[src/rtl/branch_resolve_unit.sv]
// EXE-stage branch checker: compares the carried-down prediction with the resolved outcome,
// emits a registered predictor update record and a delay-slot-aware fetch redirect.
module branch_resolve_unit #(
    parameter int CNT_W = 32
) (
    input  logic             clk,
    input  logic             rst,
    input  logic             exe_valid,
    input  logic             exe_stall,
    input  logic [31:0]      exe_pc,
    input  logic [1:0]       exe_type,
    input  logic             exe_taken,
    input  logic [31:0]      exe_target,
    input  logic             pred_valid,
    input  logic             pred_taken,
    input  logic [31:0]      pred_target,
    input  logic             pred_hit,
    input  logic [1:0]       pred_count,
    input  logic             id_valid,
    input  logic             exc_flush,
    output logic             bres_valid,
    output logic [31:0]      bres_pc,
    output logic [31:0]      bres_target,
    output logic [1:0]       bres_type,
    output logic             bres_taken,
    output logic             bres_hit,
    output logic [1:0]       bres_count,
    output logic             redirect_valid,
    output logic [31:0]      redirect_pc,
    output logic [CNT_W-1:0] perf_br_cnt,
    output logic [CNT_W-1:0] perf_mp_cnt
);

    typedef enum logic {IDLE, WAIT_DS} state_t;

    state_t      state;
    logic [31:0] held_pc;
    logic        raw_resolve;
    logic        resolve;
    logic        mispredict;
    logic [31:0] correct_pc;

    // A branch reaching EXE while a redirect is still waiting for its delay slot is dropped.
    always_comb begin
        // NOTE: every combinational output is assigned on every path so no latch is inferred.
        raw_resolve = exe_valid & ~exe_stall & (exe_type != 2'b00) & ~exc_flush;
        resolve     = raw_resolve & (state == IDLE);
        correct_pc  = exe_taken ? exe_target : exe_pc + 32'd8;
        mispredict  = resolve & (~pred_valid | (pred_taken != exe_taken)
                                 | (exe_taken & (pred_target != exe_target)));
    end

    always_ff @(posedge clk) begin
        // NOTE: reset is synchronous here; it is sampled only on the clock edge like any other input.
        if (rst) begin
            state          <= IDLE;
            held_pc        <= '0;
            bres_valid     <= 1'b0;
            bres_pc        <= '0;
            bres_target    <= '0;
            bres_type      <= '0;
            bres_taken     <= 1'b0;
            bres_hit       <= 1'b0;
            bres_count     <= '0;
            redirect_valid <= 1'b0;
            redirect_pc    <= '0;
            perf_br_cnt    <= '0;
            perf_mp_cnt    <= '0;
        end else begin
            assert (!(raw_resolve && state == WAIT_DS));

            bres_valid <= resolve;
            if (resolve) begin
                bres_pc     <= exe_pc;
                bres_target <= exe_target;
                bres_type   <= exe_type;
                bres_taken  <= exe_taken;
                bres_hit    <= pred_hit;
                bres_count  <= pred_count;
            end

            redirect_valid <= 1'b0;
            if (exc_flush) begin
                state   <= IDLE;
                held_pc <= '0;
            end else begin
                case (state)
                    IDLE: begin
                        if (mispredict) begin
                            if (id_valid) begin
                                redirect_valid <= 1'b1;
                                redirect_pc    <= correct_pc;
                            end else begin
                                held_pc <= correct_pc;
                                state   <= WAIT_DS;
                            end
                        end
                    end
                    WAIT_DS: begin
                        if (id_valid) begin
                            redirect_valid <= 1'b1;
                            redirect_pc    <= held_pc;
                            state          <= IDLE;
                        end
                    end
                    default: state <= IDLE;
                endcase
            end

            if (resolve && perf_br_cnt != '1)
                perf_br_cnt <= perf_br_cnt + 1'b1;
            if (mispredict && perf_mp_cnt != '1)
                perf_mp_cnt <= perf_mp_cnt + 1'b1;
        end
    end

endmodule

[config.mk]
export PLATFORM = sky130hd
export DESIGN_NAME = branch_resolve_unit
export DESIGN_NICKNAME = d
export VERILOG_FILES = /design/src/rtl/branch_resolve_unit.sv
export SDC_FILE = /design/constraint.sdc
export NUM_CORES = 1
export LEC_CHECK = 0
export BUFFER_PORTS_ARGS = -buffer_cell sky130_fd_sc_hd__buf_2
export CAP_MARGIN = 20
export CORE_UTILIZATION = 40
export CTS_BUF_LIST = sky130_fd_sc_hd__clkbuf_4
export CTS_CLUSTER_SIZE = 14
export DETAILED_ROUTE_END_ITERATION = 8
export PLACE_DENSITY = 0.68
export SYNTH_ARGS = -nofsm -noshare
export SYNTH_HDL_FRONTEND = slang
export SYNTH_SLANG_ARGS = --single-unit
[constraint.sdc]
create_clock -name clk -period 5.05 [get_ports clk]
set_input_delay 0.2525 -clock clk [delete_from_list [all_inputs] [get_ports clk]]
set_output_delay 0.2525 -clock clk [all_outputs]
set_load 0.02 [all_outputs]
# --- Word level (Yosys, flattened, before mapping) ---
# Index checks and enable logic that the tools add are counted.
word_totals:
  regBits: 201
  latchBits: 0
  ramBits: 0
  mem_bits_ro: 0
  input_bits: 110
  output_inout_bits: 168
  n_memories: 0
op_classes:
  n_addsub: 3
  mul: 0
  div_mod_pow: 0
  order_cmp: 0
  n_eq_ne: 7
  shift: 0
  muxes: 11
  bitwise: 13
  n_reduce_logical: 6
op_table:
  columns: ["cell", "n"]
  rows:
  - ["$mux W32", 4]
  - ["$add A32 B1 Y32 const B", 2]
  - ["$ne A32 B32 Y1 const B", 2]
  - ["$pmux W32 S2", 1]
  - ["$add A32 B4 Y32 const B", 1]
  - ["$ne A32 B32 Y1", 1]
  - ["$and A1 B1 Y1", 6]
  - ["$ne A2 B2 Y1 const B", 3]
  - ["$not A1 Y1", 5]
  - ["$mux W1", 4]
  - ["$pmux W1 S2", 2]
  - ["$reduce_and A4 Y1", 1]
  - ["$reduce_and A3 Y1", 1]
  - ["$logic_and A1 B1 Y1", 2]
  - ["$or A1 B1 Y1", 2]
  - ["$reduce_bool A2 Y1", 1]
  - ["$reduce_or A2 Y1", 1]
  - ["$ne A1 B1 Y1", 1]

# --- Longest topological paths before layout ---
logic_depth:
  word_depth: 8
  depth_mapped: 10
  mapped_depth_nobuf: 8

# --- Worst setup path after synthesis ---
# Ideal clock, no wire load.
synth_path:
  path_kind: "register -> register"
  startpoint: "register perf_mp_cnt[4]"
  endpoint: "register perf_mp_cnt[29]"
  setup_ps: 121
  arrival_ps: 2277
  required_ps: 4929
  slack_ps: 2652
  stages_incl_launch_ff: 10
  path_buffers: 2
  period_less_slack_ps: 2398
  cell_sequence: "dfxtp_1 > nand4_1 > nor3_1 > nand4_1 > or4_1 > buf_2 > o211ai_2 > buf_6 > nor3_1 > mux2_2"
synth_between:
  elab_chain_cells: 2
synth_rtl:
  columns: ["item", "line", "text"]
  rows:
  - ["start: declaration", "31", "output logic [CNT_W-1:0] perf_mp_cnt"]
  - ["start signal: assignment", "113", "perf_mp_cnt <= perf_mp_cnt + 1'b1;"]
  - ["parallel branches: the longest is 2 deep, another holds $add A32 B1 Y32", null, null]
# Parallel ways; which one is timed is not known.
# A chain may end at the register's enable or synchronous reset.

# --- Final worst setup path ---
layout_path:
  startpoint: "register state"
  endpoint: "register perf_br_cnt[25]"
layout_between:
  elab_chain_cells: 3
layout_rtl:
  columns: ["item", "line", "text"]
  rows:
  - ["start: declaration", "36", "state_t state;"]
  - ["start signal: assignment", "56", "state <= IDLE;"]
  - ["start signal: assignment", "84", "state <= IDLE;"]
  - ["start signal: assignment", "95", "state <= WAIT_DS;"]
  - ["$not A1 Y1", null, null]
  - ["$and A1 B1 Y1", "47", "resolve = raw_resolve & (state == IDLE);"]
  - ["$logic_and A1 B1 Y1", "110", "if (resolve && perf_br_cnt != '1)"]
  - ["end signal: assignment", "111", "perf_br_cnt <= perf_br_cnt + 1'b1;"]
  - ["end: declaration", "30", "output logic [CNT_W-1:0] perf_br_cnt,"]
# Every way passes these cells.

==> results by stage <==
Global route:
- The number of antenna violations at the first check in global routing is 2.
- The global routing usage on met1 is 33.2%.
- The global-route usage over all layers is 25.8%.
- After global routing the overflow that remains totals 0.
- The fraction of met2 tracks used by global routing is 39.6%.
- The first global-routing pass estimated 48700 um of wire.
- The via count of the first global-routing pass is 9084.
- Global routing consumed, on the met3 layer, 6.98% of the routing resources.
- The pin count of the biggest net entering global routing is 103.
- The layer flagged by global routing as most heavily used is met2.

Min path:
- The worst hold path passes through 2 cells.
- In this run the most critical hold path is launched from rst.
- The sink of the worst hold path is perf_br_cnt[13]$_SDFFE_PP0P_.
- The type of the most critical hold path is primary input to register.

Cells and area:
- The number of nets in the final layout is 1620.
- The share of layout cells above drive strength 1 is 26.2%.
- Compared with the post-synthesis result, the final layout area differs by 32.2%.

Detailed routing:
- The number of vias in the routed layout is roughly 9700.
- The final layout contains routed wiring with a total length of between 30000 and 40000 um.
- The ratio of routed vias to standard cells is 5.30.
- The remaining number of nets flagged by the antenna check after routing is 0.
- The number of iterations in the first detailed-routing pass is 6.
- The post-detailed-route wirelength per cell is 17.0 um.
- The number of design rule violations left after detail routing is 0.
- The DRC marker count from the first detailed-route iteration is 608.

Power and ir drop:
- The static leakage is 0.00495 uW.
- For this design the ratio of total power to cell area is ~290 nW/um^2.
- IR analysis of the VDD net gives a maximum drop of 0.161 mV.

STA:
- The final count of pins violating max slew is 0.
- The slew of the pin with the lowest slew margin is 1030 ps.
- Setup repair after global routing left no endpoint under its margin.
- The number of setup violations in the final report is 0.
- The final worst hold slack is 82.4 ps.
- In this run the tightest slew margin relative to its limit is 31.0%.
- The worst path uses 65.3% of the clock period.
- The shortest period the worst path allows is roughly 3300 ps.
- The maximum clock skew at final layout is 73.2 ps.
- The upper clock frequency limit is 0.303 GHz.
- For the final routed database, the setup TNS stands at 0 ps.
- The final hold violation count is 0.

Floorplanning:
- The cell row count is 55.
- The overall die area is 23900 sq um.
- The overall die width is between 150 and 200 um.
- The die extent in y is 155 um.
- The initial utilization of the core area, before any placement, comes to 41.0%.
- The area inside the core boundary is 22700 sq um.
- about 280 I/O pins were placed.

Outcome:
- The run finished with clean final reports.

Clock network:
- The CTS buffer count is 55.
- The CTS sink count is 201.
- CTS built an H-tree with a depth of 2.
- TritonCTS built the clock tree.
- The cell sitting at the root of the clock tree is a sky130_fd_sc_hd__clkbuf_4.
- The maximum number of buffers from clock root to sink is 3.
- The number of setup buffers added after CTS is 0.
- For the worst-skew pair, the clock arrives at the later sink with an insertion delay of 690 ps.
- Clock-pin slew was measured on the worst setup and hold paths at 60 ps.

Logic synthesis:
- The proportion of register bits with asynchronous set or reset after synthesis is 0%.
- The count of cell types in the netlist is 47.
- The Yosys step of the flow raised 0 warnings.
- For this run, the leading register cell type out of synthesis is sky130_fd_sc_hd__dfxtp_1.
- The most instantiated library cell after synthesis is sky130_fd_sc_hd__nand2_1.
- The largest area contributor in the netlist is sky130_fd_sc_hd__dfxtp_1.
- The mean cell area of the mapped netlist is roughly 8 sq um.
- Ranked by total cell area, the synthesized netlist is headed by sky130_fd_sc_hd__dfxtp_1, sky130_fd_sc_hd__nand2_1, sky130_fd_sc_hd__xnor2_1.
- The synthesized netlist cell count is 1165.
- The register bit count reported by yosys is 201.
- The top cell type by area accounts for a little over two fifths of the synthesized area.
- The synthesized design contains 0 enable-type register cells.
- Counting every net in the synthesized netlist gives 1278.
- The commonest cells after synthesis are sky130_fd_sc_hd__nand2_1, sky130_fd_sc_hd__dfxtp_1, sky130_fd_sc_hd__nor2_1.
- After synthesis the cells add up to ~9300 sq um.
- After synthesis, flip-flops and latches occupy 43.2% of the total area.

Place:
- The wire-length estimate of the detail-placed layout is 21700 um.
- The placer congestion estimate is 0.886.
- The port buffer count is between 200 and 300.

Worst setup path:
- The source of the worst register-to-register timing path is state$_SDFF_PP0_.
- The critical path required time is roughly 5500 ps.
- The setup path with the least slack is of type register to register.
- Counting cells, the worst reg-to-reg path comes to 8.
- STA classifies the critical path startpoint as a register.
- By instance count, the cell type seen most on the critical path is sky130_fd_sc_hd__nand4_1.
- The critical path goes through nor4b_2, o21a_2, buf_4, nand4_1, nor4_2, nand4_1, xor2_1, nor2_1.
- The endpoint identified for the worst register-to-register timing path is perf_br_cnt[25]$_SDFFE_PP0P_.
- On the worst path, the slowest cell contributes a delay of about 660 ps.
- On the critical path, the stage with the largest delay is an instance of sky130_fd_sc_hd__nor4_2.
- The endpoint kind of the worst setup timing path is a register.
- The maximum fanout count along the critical path is 70.
- The worst register-to-register path has a setup slack of 1750 ps.
- The critical path data arrival time is 3780 ps.

Run:
- The tool flagged a number of max-cap violations equal to 0.
## cell families (layout without fill, tap and decap cells)
family | after synthesis | count (layout) | synth area share, %
AO/OA/AOI/OAI | 226 | 226 | 14.1
multiplexers | 37 | 37 | 4.07
other | 0 | 2 | 0
adder cells (fa/ha/maj) | 3 | 3 | 0.403
buffers and inverters | 92 | 474 | 4.00
XOR/XNOR | 91 | 91 | 8.56
flip-flops | 201 | 201 | 43.2
AND/OR/NAND/NOR | 515 | 515 | 25.7
## layout make-up
type	instances	area (sq um)
antenna	2	5.00
clock buffer	86	646
clock inverter	11	78.8
fill	2163	10400
inverter	21	78.8
multi-input combinational	872	4950
sequential	201	4030
tap	285	357
timing repair buffer	356	2170
## power by group
group          internal (uW)  leakage (uW)  switching, uW
Combinational            153       0.00289            250
Clock                    821      0.000432            693
Sequential              1610       0.00162           14.1
## sequential cells by signal, summed over array words and instances (netlist names)
signal and flops:
perf_mp_cnt 32, bres_valid 1, perf_br_cnt 32, bres_hit 1
bres_target 32, bres_count 2, bres_pc 32, held_pc 32
redirect_valid 1, bres_taken 1, redirect_pc 32, state 1
bres_type 2
## critical path: cells and delay by family (launching register included)
kind / cells / cell delay [ps]
DFF: 1 / 320
AOI/OAI and AO/OA: 1 / 250
xor gates and xnor gates: 1 / 180
and+or+nand+nor: 5 / 1780
buffers and inverters: 1 / 620
## how the worst max path moves through the flow
stage,from,to,depth (start not counted),slack [ps]
finish,state$_SDFF_PP0_,perf_br_cnt[25]$_SDFFE_PP0P_,8,1750
global route,state$_SDFF_PP0_,perf_br_cnt[23]$_SDFFE_PP0P_,8,1470
CTS,state$_SDFF_PP0_,perf_br_cnt[25]$_SDFFE_PP0P_,8,1780
detailed placement,exe_target[18],held_pc[6]$_SDFFE_PP0P_,9,1740
global placement,exc_flush,perf_br_cnt[25]$_SDFFE_PP0P_,9,1790
floorplan,perf_mp_cnt[4]$_SDFFE_PP0P_,perf_mp_cnt[29]$_SDFFE_PP0P_,9,2650
## cell usage in the layout, fill, tap and decap left out, types with 7 or more instances in the layout
| master | Yosys | final |
|---|---|---|
| sky130_fd_sc_hd__nor3_1 | 19 | 19 |
| sky130_fd_sc_hd__buf_2 | 9 | 276 |
| sky130_fd_sc_hd__dlygate4sd3_1 | 0 | 72 |
| sky130_fd_sc_hd__nor2_1 | 106 | 105 |
| sky130_fd_sc_hd__and3_1 | 7 | 7 |
| sky130_fd_sc_hd__nor4_1 | 10 | 10 |
| sky130_fd_sc_hd__mux2_2 | 7 | 7 |
| sky130_fd_sc_hd__buf_4 | 1 | 7 |
| sky130_fd_sc_hd__o21ai_0 | 61 | 60 |
| sky130_fd_sc_hd__a211oi_1 | 28 | 28 |
| sky130_fd_sc_hd__xnor2_1 | 62 | 62 |
| sky130_fd_sc_hd__or4_1 | 9 | 9 |
| sky130_fd_sc_hd__a21oi_1 | 103 | 103 |
| sky130_fd_sc_hd__or3_1 | 23 | 23 |
| sky130_fd_sc_hd__xor2_1 | 29 | 29 |
| sky130_fd_sc_hd__nand3_1 | 60 | 60 |
| sky130_fd_sc_hd__clkbuf_4 | 1 | 86 |
| sky130_fd_sc_hd__dfxtp_1 | 201 | 200 |
| sky130_fd_sc_hd__mux2i_1 | 30 | 30 |
| sky130_fd_sc_hd__o31ai_1 | 17 | 16 |
| sky130_fd_sc_hd__inv_1 | 21 | 21 |
| sky130_fd_sc_hd__nand2_1 | 223 | 223 |
| sky130_fd_sc_hd__nand4_1 | 32 | 32 |
## repair_timing
action | CTS | global route
hold buffers | 72 | 0
resized for setup | 0 | 0
hold endpoints to repair | 71 | 0
## per-stage QoR
stage / area, sq um / instances / util, % / power (uW) / setup slack (ps)
finish: 12300 / 1834 / 54.2 / 3540 / 1750
global route: 12300 / 1834 / 54.2 / 3690 / 1470
floorplan: 9310 / 1165 / - / 1850 / 2650
CTS: 12300 / 1831 / 54.2 / 3570 / 1780
global placement: 10900 / 1662 / 47.8 / 2010 / 1790
detailed placement: 10900 / 1662 / 47.8 / 2010 / 1740
## metal layers
layer  up-vias  share of wire, %
li1       4764                 -
met1      4463                43
met2       390                44
met3       102               8.3
met4         0               4.5
met5         -                 0
Note: power is estimated with default switching activity, not from simulation.
